<file path="config.mk">
export PLATFORM = sky130hd
export DESIGN_NAME = mux_scan_controller
export DESIGN_NICKNAME = d
export VERILOG_FILES = /design/src/rtl/mux_scan_controller.sv
export SDC_FILE = /design/constraint.sdc
export NUM_CORES = 1
export LEC_CHECK = 0
export CAP_MARGIN = 20
export CORE_MARGIN = 10
export CORE_UTILIZATION = 48
export CTS_BUF_LIST = sky130_fd_sc_hd__clkbuf_2 sky130_fd_sc_hd__clkbuf_4 sky130_fd_sc_hd__clkbuf_8
export DETAILED_ROUTE_END_ITERATION = 10
export GPL_ROUTABILITY_DRIVEN = 0
export GPL_TIMING_DRIVEN = 1
export MAX_ROUTING_LAYER = met4
export PLACE_DENSITY = 0.81
export SLEW_MARGIN = 20
export SYNTH_ARGS = -nofsm -noshare
export SYNTH_HDL_FRONTEND = slang
export SYNTH_SLANG_ARGS = --single-unit
</file>
<file path="constraint.sdc">
create_clock -name clk -period 1.4 [get_ports clk]
set_input_delay 0.42 -clock clk [delete_from_list [all_inputs] [get_ports clk]]
set_output_delay 0.42 -clock clk [all_outputs]
set_load 0.005 [all_outputs]
</file>
<file path="src/rtl/mux_scan_controller.sv">
`default_nettype none
// ============================================================================
//  Module      : mux_scan_controller
//  Description : Walks the select lines of a 4:1 gate-level mux through
//                addresses 0..3. After each select change it waits
//                SETTLE_CYCLES clocks, then captures the mux output into a
//                4-bit sample word. The word is delivered over a valid/ready
//                handshake.
//  Options     : `define MUX_SCAN_PARITY_EN adds a registered parity output
//                (XOR of the sample word).
//  Revision    : 1.0 - initial release
// ============================================================================
module mux_scan_controller #(
    parameter int SETTLE_CYCLES = 4,    // legal range 1..7
    parameter int CNT_W         = 3     // 2**CNT_W must exceed SETTLE_CYCLES
) (
    input  logic       clk,
    input  logic       reset_n,
    input  logic       start,
    input  logic       mux_out,
    output logic       address0,
    output logic       address1,
    output logic       busy,
    output logic [3:0] sample,
    output logic       valid,
    input  logic       ready
`ifdef MUX_SCAN_PARITY_EN
    ,
    output logic       parity
`endif
);

    typedef enum logic [1:0] {
        ST_IDLE    = 2'd0,
        ST_SETTLE  = 2'd1,
        ST_CAPTURE = 2'd2,
        ST_HOLD    = 2'd3
    } state_t;

    localparam logic [CNT_W-1:0] c_settle_last = CNT_W'(SETTLE_CYCLES - 1);
    localparam logic [CNT_W-1:0] c_cnt_one     = CNT_W'(1);

    state_t           r_state;
    logic [1:0]       r_addr;
    logic [CNT_W-1:0] r_cnt;
    logic [3:0]       r_sample;
    logic             r_valid;
    logic             r_busy;
`ifdef MUX_SCAN_PARITY_EN
    logic             r_parity;
`endif

    // Scan sequencer: all outputs are registered so the select lines only
    // ever change on a clock edge and never glitch into the mux.
    always_ff @(posedge clk or negedge reset_n) begin
        if (!reset_n) begin
            r_state  <= ST_IDLE;
            r_addr   <= 2'd0;
            r_cnt    <= '0;
            r_sample <= 4'd0;
            r_valid  <= 1'b0;
            r_busy   <= 1'b0;
`ifdef MUX_SCAN_PARITY_EN
            r_parity <= 1'b0;
`endif
        end else begin
            case (r_state)
                ST_IDLE: begin
                    if (start) begin
                        r_state <= ST_SETTLE;
                        r_addr  <= 2'd0;
                        r_cnt   <= '0;
                        r_busy  <= 1'b1;
                    end
                end
                ST_SETTLE: begin
                    // Hold the address until the mux output has had time
                    // to propagate through its gate chain.
                    if (r_cnt == c_settle_last) begin
                        r_state <= ST_CAPTURE;
                    end else begin
                        r_cnt <= r_cnt + c_cnt_one;
                    end
                end
                ST_CAPTURE: begin
                    r_sample[r_addr] <= mux_out;
                    if (r_addr == 2'd3) begin
                        r_state <= ST_HOLD;
                        r_valid <= 1'b1;
                        r_busy  <= 1'b0;
`ifdef MUX_SCAN_PARITY_EN
                        // Last bit lands on this edge, so fold it in
                        // directly rather than reading the old sample.
                        r_parity <= ^{mux_out, r_sample[2:0]};
`endif
                    end else begin
                        r_state <= ST_SETTLE;
                        r_addr  <= r_addr + 2'd1;
                        r_cnt   <= '0;
                    end
                end
                ST_HOLD: begin
                    // Word stays put until the consumer takes it; a start
                    // seen together with ready chains straight into a scan.
                    if (ready) begin
                        r_valid <= 1'b0;
                        r_addr  <= 2'd0;
                        r_cnt   <= '0;
                        if (start) begin
                            r_state <= ST_SETTLE;
                            r_busy  <= 1'b1;
                        end else begin
                            r_state <= ST_IDLE;
                        end
                    end
                end
                default: begin
                    r_state <= ST_IDLE;
                end
            endcase
        end
    end

    assign address0 = r_addr[0];
    assign address1 = r_addr[1];
    assign busy     = r_busy;
    assign valid    = r_valid;
    assign sample   = r_sample;
`ifdef MUX_SCAN_PARITY_EN
    assign parity   = r_parity;
`endif

endmodule
`default_nettype wire
</file>
==> results of run 1 <==
## power groups by stage
stage	Sequential, W	Combinational (W)	Clock, W
after floorplan	0.000645	0.000605	0
after global placement	0.000705	0.000866	0
after detailed placement	0.000711	0.000930	0
after CTS	0.000681	0.00101	0.000241
after global routing	0.000717	0.00124	0.000255
final	0.000692	0.00112	0.000232
## critical path, stage by stage, from the launching register on
cell and delay [ns]:
dfrtp_1 0.40, buf_6 0.14, inv_2 0.07, ha_1 0.22, and3b_1 0.17, a211o_1 0.28
## routing by layer
layer / up-vias / track usage / share of wire
li1: 288 / - / -
met1: 290 / 0.117 / 0.40
met2: 20 / 0.189 / 0.52
met3: 6 / 0.0429 / 0.062
met4: 0 / 0.0393 / 0.017
met5: - / - / 0
## final cells by class
| type | instances | area share |
|---|---|---|
| sequential | 13 | 0.320 |
| multi-input combinational | 44 | 0.396 |
| timing repair buffer | 25 | 0.211 |
| clock inverter | 1 | 0.00491 |
| clock buffer | 3 | 0.0221 |
| tap | 16 | 0.0196 |
| inverter | 7 | 0.0258 |
## synth_stat cells, drive strengths merged, types with 2 or more instances
master,count
dfrtp,13
inv,7
ha,6
nand2,6
mux2,4
nor2b,4
a21oi,3
a221o,3
nor2,3
buf,2
nor3,2
nor4,2
o21ai,2
## how the worst max path moves through the flow
stage                                       end  slack (ns)  cells past startpoint
after floorplan            r_cnt[0]$_DFFE_PN0P_       0.002                      4
after global placement     r_cnt[2]$_DFFE_PN0P_       -0.19                      4
after detailed placement   r_cnt[1]$_DFFE_PN0P_       -0.26                      4
after CTS                 r_addr[1]$_DFFE_PN0P_       0.004                      5
after global routing      r_addr[1]$_DFFE_PN0P_       -0.02                      5
final                     r_addr[1]$_DFFE_PN0P_        0.01                      5
## state kept, by name, summed over array words and instances (netlist names)
name / flops
busy: 1
r_addr: 2
r_cnt: 3
r_state: 2
sample: 4
valid: 1
## stage by stage
stage / setup TNS [ns] / util / std cells
global route: -0.0192 / 0.693 / 109
CTS: 0 / 0.662 / 108
detailed placement: -1.59 / 0.616 / 99
global placement: -1.26 / 0.616 / 99
floorplan: 0 / - / 66
finish: 0 / 0.693 / 109
## repair_timing
action | in CTS | in global routing
resized for setup | 13 | 9
endpoints found under the hold margin | 0 | 0
gates cloned | 0 | 0
pin swaps | 2 | 2
setup buffers | 5 | 1
endpoints found under the setup margin | 11 | 8
## kinds of logic after synthesis
group,after synthesis
AOI/OAI and AO/OA,14
xor gates and xnor gates,1
adders and majority gates,6
buffers and inverters,9
DFF,13
muxes,4
and+or+nand+nor,19
==> impl_metrics.env, run 1 <==
export IMPL_final_common_cell="dfrtp_1"
export IMPL_multi_input_area_um2=404
export IMPL_drt_iter0_markers=5
export IMPL_max_cap_viol_count=0
export IMPL_crit_type="flop to flop"
export IMPL_regArea_um2=327
export IMPL_finalSetupViolations=0
export IMPL_synth_nets=77
export IMPL_chipHeight_um=59.1
export IMPL_dp_hpwl_um=1240
export IMPL_cp_start_kind="flop"
export IMPL_fin_crit_ns=1.39
export IMPL_htree_num_levels=1
export IMPL_holdWs_ns=0.439
export IMPL_maxSlewHeadroom=0.800
export IMPL_grt_overflow=0
export IMPL_synth_fa_ha_area_frac=0.103
export IMPL_yosys_area_share_xor_xnor=0.0120
export IMPL_ys_seq_elements=13
export IMPL_yosys_top_cells_area="dfrtp_1 44%, ha_1 10%, mux2_1 4.6%, a221o_1 4.1%, nand2_1 3.1%"
export IMPL_fillerInstances=119
export IMPL_synth_edf_count=0
export IMPL_diodes=0
export IMPL_rows=14
export IMPL_cts_buffers=3
export IMPL_drc=0
export IMPL_ctsHoldBuffers=0
export IMPL_final_max_slew_viol_count=0
export IMPL_area_growth_pct=39.3
export IMPL_clock_latency_ns=0.28
export IMPL_route_vias_total=604
export IMPL_finalCritPeriodShare=0.990
export IMPL_wl_per_cell_um=16.0
export IMPL_finalNetCount=105
export IMPL_muxShareOfSynthArea=0.0667
export IMPL_timing_rr_end="r_addr[1]$_DFFE_PN0P_"
export IMPL_pwr_share_comb=0.548
export IMPL_drt_total_wl_um=1740
export IMPL_critical_path_peak_fanout=4
export IMPL_synth_top_area_share=0.444
export IMPL_final_setup_worst_slack_ns=0.0141
export IMPL_antenna_found_initial=0
export IMPL_power_internal_w=0.00125
export IMPL_worstRegToRegCells=5
export IMPL_io_pins=13
export IMPL_dp_slack_ns=-0.259
export IMPL_clk_path_buf_depth=2
export IMPL_cts_root_buf="clkbuf_4"
export IMPL_synth_ff_type="dfrtp_1"
export IMPL_p_leak_nw=0.466
export IMPL_synthDistinctLibCells=28
export IMPL_grt_util_all_layers=0.112
export IMPL_detail_route_antenna_nets=0
export IMPL_grt_pass1_wl_um=2970
export IMPL_fin_skew_ns=0.00892
export IMPL_async_flop_share=1.00
export IMPL_hold_viol=0
export IMPL_cts_num_sinks=13
export IMPL_dieArea_mm2=0.00349
export IMPL_power_share_sequential=0.338
export IMPL_die_w_um=59.1
export IMPL_outcome="finished clean"
export IMPL_io_buffers=12
export IMPL_placed_cell_area_um2=906
export IMPL_yosys_area_share_simple=0.152
export IMPL_hold_path_class="primary input to asynchronous set/reset pin"
export IMPL_ir_drop_uv=1140
export IMPL_worst_pin_slew_ns=0.299
export IMPL_crit_required_ns=1.57
export IMPL_rrSetupSlack_ns=0.01
export IMPL_yosys_area_top_type="dfrtp_1"
export IMPL_stdcell_area_mm2=0.00102
export IMPL_seq_area_frac_synth=0.444
export IMPL_startpoint="r_addr[1]$_DFFE_PN0P_"
export IMPL_synth_compound_area_frac=0.161
export IMPL_fmax_mhz=722
export IMPL_cts_tree="built"
export IMPL_power_per_cell_area_mw_per_mm2=2010
export IMPL_synth_top_family_by_area="compound AO/OA/AOI/OAI gates"
export IMPL_dr_pass1_iters=4
export IMPL_grt_pass1_vias=684
export IMPL_synthCells=66
export IMPL_power_switching_w=0.000791
export IMPL_drive_gt1_frac=0.355
export IMPL_initial_core_util=0.497
export IMPL_vias_per_cell=5.54
export IMPL_reg2reg_from="r_addr[1]$_DFFE_PN0P_"
export IMPL_clockPowerShare=0.114
export IMPL_coreArea_mm2=0.00147
export IMPL_grt_max_degree=14
export IMPL_endpoint_kind="flop"
export IMPL_synth_avg_cell_area_um2=11.1
export IMPL_design_power_total_w=0.00204
export IMPL_mostFrequentLayoutCells="12 x dfrtp_1, 11 x buf_4, 8 x dlygate4sd2_1"
export IMPL_swShare=0.387
export IMPL_synth_cell_area_um2=732
export IMPL_clkTransAtPathRegs_ns=0.09
export IMPL_cp_arrival_ns=1.55
export IMPL_yosys_warnings=0
No activity file was read; power rests on OpenSTA's default activity.
==> run 2, diff against run 1 <==
- ABC_AREA: default -> 0
- CORE_MARGIN: 10 -> default
- SETUP_SLACK_MARGIN: default -> 0.1
==> run 2 against run 1 <==
Compared with the run above: sequential power about the same; combinational power up 7%; fmax up 1.8%; routed wire length up 8.7%; hold slack better by 0.0059 ns; clock power up 9.1%; first-iteration DRC count up 120%; via count up 4.0%; clock skew up 0.0030 ns; cell area up 2.5%; core utilization up 7.2 points; global-route usage up 12 points; critical endpoint is now r_cnt[2]$_DFFE_PN0P_.
==> impl_metrics.env, run 2 (synthesized netlist as in run 1, its figures left out) <==
export IMPL_hold_viol=0
export IMPL_max_cap_viol_count=0
export IMPL_cts_buffers=3
export IMPL_path_depth=4
export IMPL_antenna_found_initial=0
export IMPL_clock_latency_ns=0.27
export IMPL_area_growth_pct=42.7
export IMPL_ctsHoldBuffers=0
export IMPL_coreArea_mm2=0.00137
export IMPL_rsz0062_at_grt="true"
export IMPL_io_pins=13
export IMPL_cts_num_sinks=13
export IMPL_worst_pin_slew_ns=0.329
export IMPL_cp_arrival_ns=1.52
export IMPL_cts_tree="built"
export IMPL_initial_core_util=0.536
export IMPL_holdWs_ns=0.445
export IMPL_wl_per_cell_um=16.9
export IMPL_detail_route_antenna_nets=0
export IMPL_maxSlewHeadroom=0.780
export IMPL_io_buffers=12
export IMPL_slowest_stage="clkdlybuf4s50_1"
export IMPL_dr_pass1_iters=4
export IMPL_grt_pass1_wl_um=2410
export IMPL_stdcell_area_mm2=0.00104
export IMPL_final_setup_tns_ns=0
export IMPL_dieArea_mm2=0.00169
export IMPL_route_vias_total=628
export IMPL_mostFrequentLayoutCells="15 x buf_4, 11 x dfrtp_1, 6 x clkbuf_2"
export IMPL_outcome="finished clean"
export IMPL_finalCritPeriodShare=0.972
export IMPL_cpLargestDelayFamily="buffers and inverters"
export IMPL_finalSetupViolations=0
export IMPL_endpoint_kind="flop"
export IMPL_critical_path_peak_fanout=4
export IMPL_rows=13
export IMPL_diodes=0
export IMPL_cts_root_buf="clkbuf_4"
export IMPL_die_w_um=41.1
export IMPL_crit_type="primary input to flop"
export IMPL_fin_crit_ns=1.36
export IMPL_crit_buf_inv=1
export IMPL_cp_slowest_stage_delay_ns=0.47
export IMPL_htree_num_levels=1
export IMPL_design_power_total_w=0.00215
export IMPL_fin_skew_ns=0.0119
export IMPL_cp_start_kind="primary input"
export IMPL_grt_max_degree=14
export IMPL_clkTransAtPathRegs_ns=0.09
export IMPL_clk_path_buf_depth=2
export IMPL_power_per_cell_area_mw_per_mm2=2050
export IMPL_fmax_mhz=735
export IMPL_worstRegToRegCells=5
export IMPL_crit_chain="clkdlybuf4s50_1 -> nor2b_2 -> a21oi_2 -> a221o_1"
export IMPL_vias_per_cell=5.61
export IMPL_drt_total_wl_um=1890
export IMPL_drive_gt1_frac=0.505
export IMPL_chipHeight_um=41.1
export IMPL_largest_reg_flops=4
export IMPL_dp_hpwl_um=995
export IMPL_grt_pass1_vias=549
export IMPL_final_max_slew_viol_count=0
export IMPL_drc=0
export IMPL_finalNetCount=109
export IMPL_grt_util_all_layers=0.233
export IMPL_hold_path_class="primary input to asynchronous set/reset pin"
export IMPL_crit_required_ns=1.56
export IMPL_placed_cell_area_um2=922
export IMPL_final_common_cell="buf_4"
export IMPL_ir_drop_uv=1170
export IMPL_p_leak_nw=0.485
export IMPL_drt_iter0_markers=11
export IMPL_grt_overflow=0
==> run 2: cell types whose count changed in the layout (fill, tap and decap cells not counted), moves of 2 or more <==
cell,before,now
dlygate4sd2_1,8,1
buf_4,11,15
buf_2,0,2
clkbuf_2,0,6
==> run 2: report_power, final <==
group	switching (W)	total [W]	internal (W)
Sequential	0.000156	0.000693	0.000537
Clock	0.000124	0.000253	0.000129
Combinational	0.000574	0.00120	0.000626
Total	0.000853	0.00215	0.00129
==> run 2: metrics by stage <==
| step | setup slack, ns | cells | util |
|---|---|---|---|
| 2_1_floorplan | 0.104 | 66 | - |
| 3_5_place_dp | -0.228 | 97 | 0.675 |
| 3_3_place_gp | -0.188 | 97 | 0.675 |
| 6_report | 0.0393 | 112 | 0.765 |
| 4_1_cts | 0.0676 | 107 | 0.738 |
| 5_1_grt | 0.0106 | 112 | 0.765 |
==> run 2: area by class of cell <==
class	count	area [um2]
clock buffers	4	30.0
repair buffers	29	214
well taps	15	18.8
fillers	90	322
inverters	7	31.3
flip-flops and latches	13	328
multi-input cells	44	423
==> run 2: routing by layer <==
layer | part of all wire | GRT usage | vias up
li1 | - | - | 304
met1 | 0.47 | 0.310 | 309
met2 | 0.50 | 0.348 | 13
met3 | 0.026 | 0.0326 | 2
met4 | 0.0053 | 0.108 | 0
met5 | 0 | - | -
==> run 2: path summary, 6_finish.rpt <==
path	slack (ns)	end	startpoint
setup / recovery	0.04	r_cnt[2]$_DFFE_PN0P_	start
hold / removal	0.44	r_cnt[2]$_DFFE_PN0P_	reset_n
setup reg to reg	0.05	r_cnt[2]$_DFFE_PN0P_	r_cnt[1]$_DFFE_PN0P_
hold reg to reg	0.49	sample[0]$_DFFE_PN0P_	sample[0]$_DFFE_PN0P_
max in group asynchronous	0.77	r_addr[0]$_DFFE_PN0P_	reset_n
min in group clk	0.49	sample[0]$_DFFE_PN0P_	sample[0]$_DFFE_PN0P_
==> run 2: what timing repair did <==
| item | CTS | global route |
|---|---|---|
| setup endpoints to repair | 17 | 15 |
| resized for setup | 32 | 10 |
| pin swaps | 7 | 0 |
| buffers inserted | 6 | 5 |
==> run 2: worst register-to-register path, delay by kind of cell (launching register included) <==
family,cells,cell delay [ns]
AOI/OAI and AO/OA,2,0.39
adders and majority gates,2,0.37
buffers and inverters,1,0.06
DFF,1,0.41
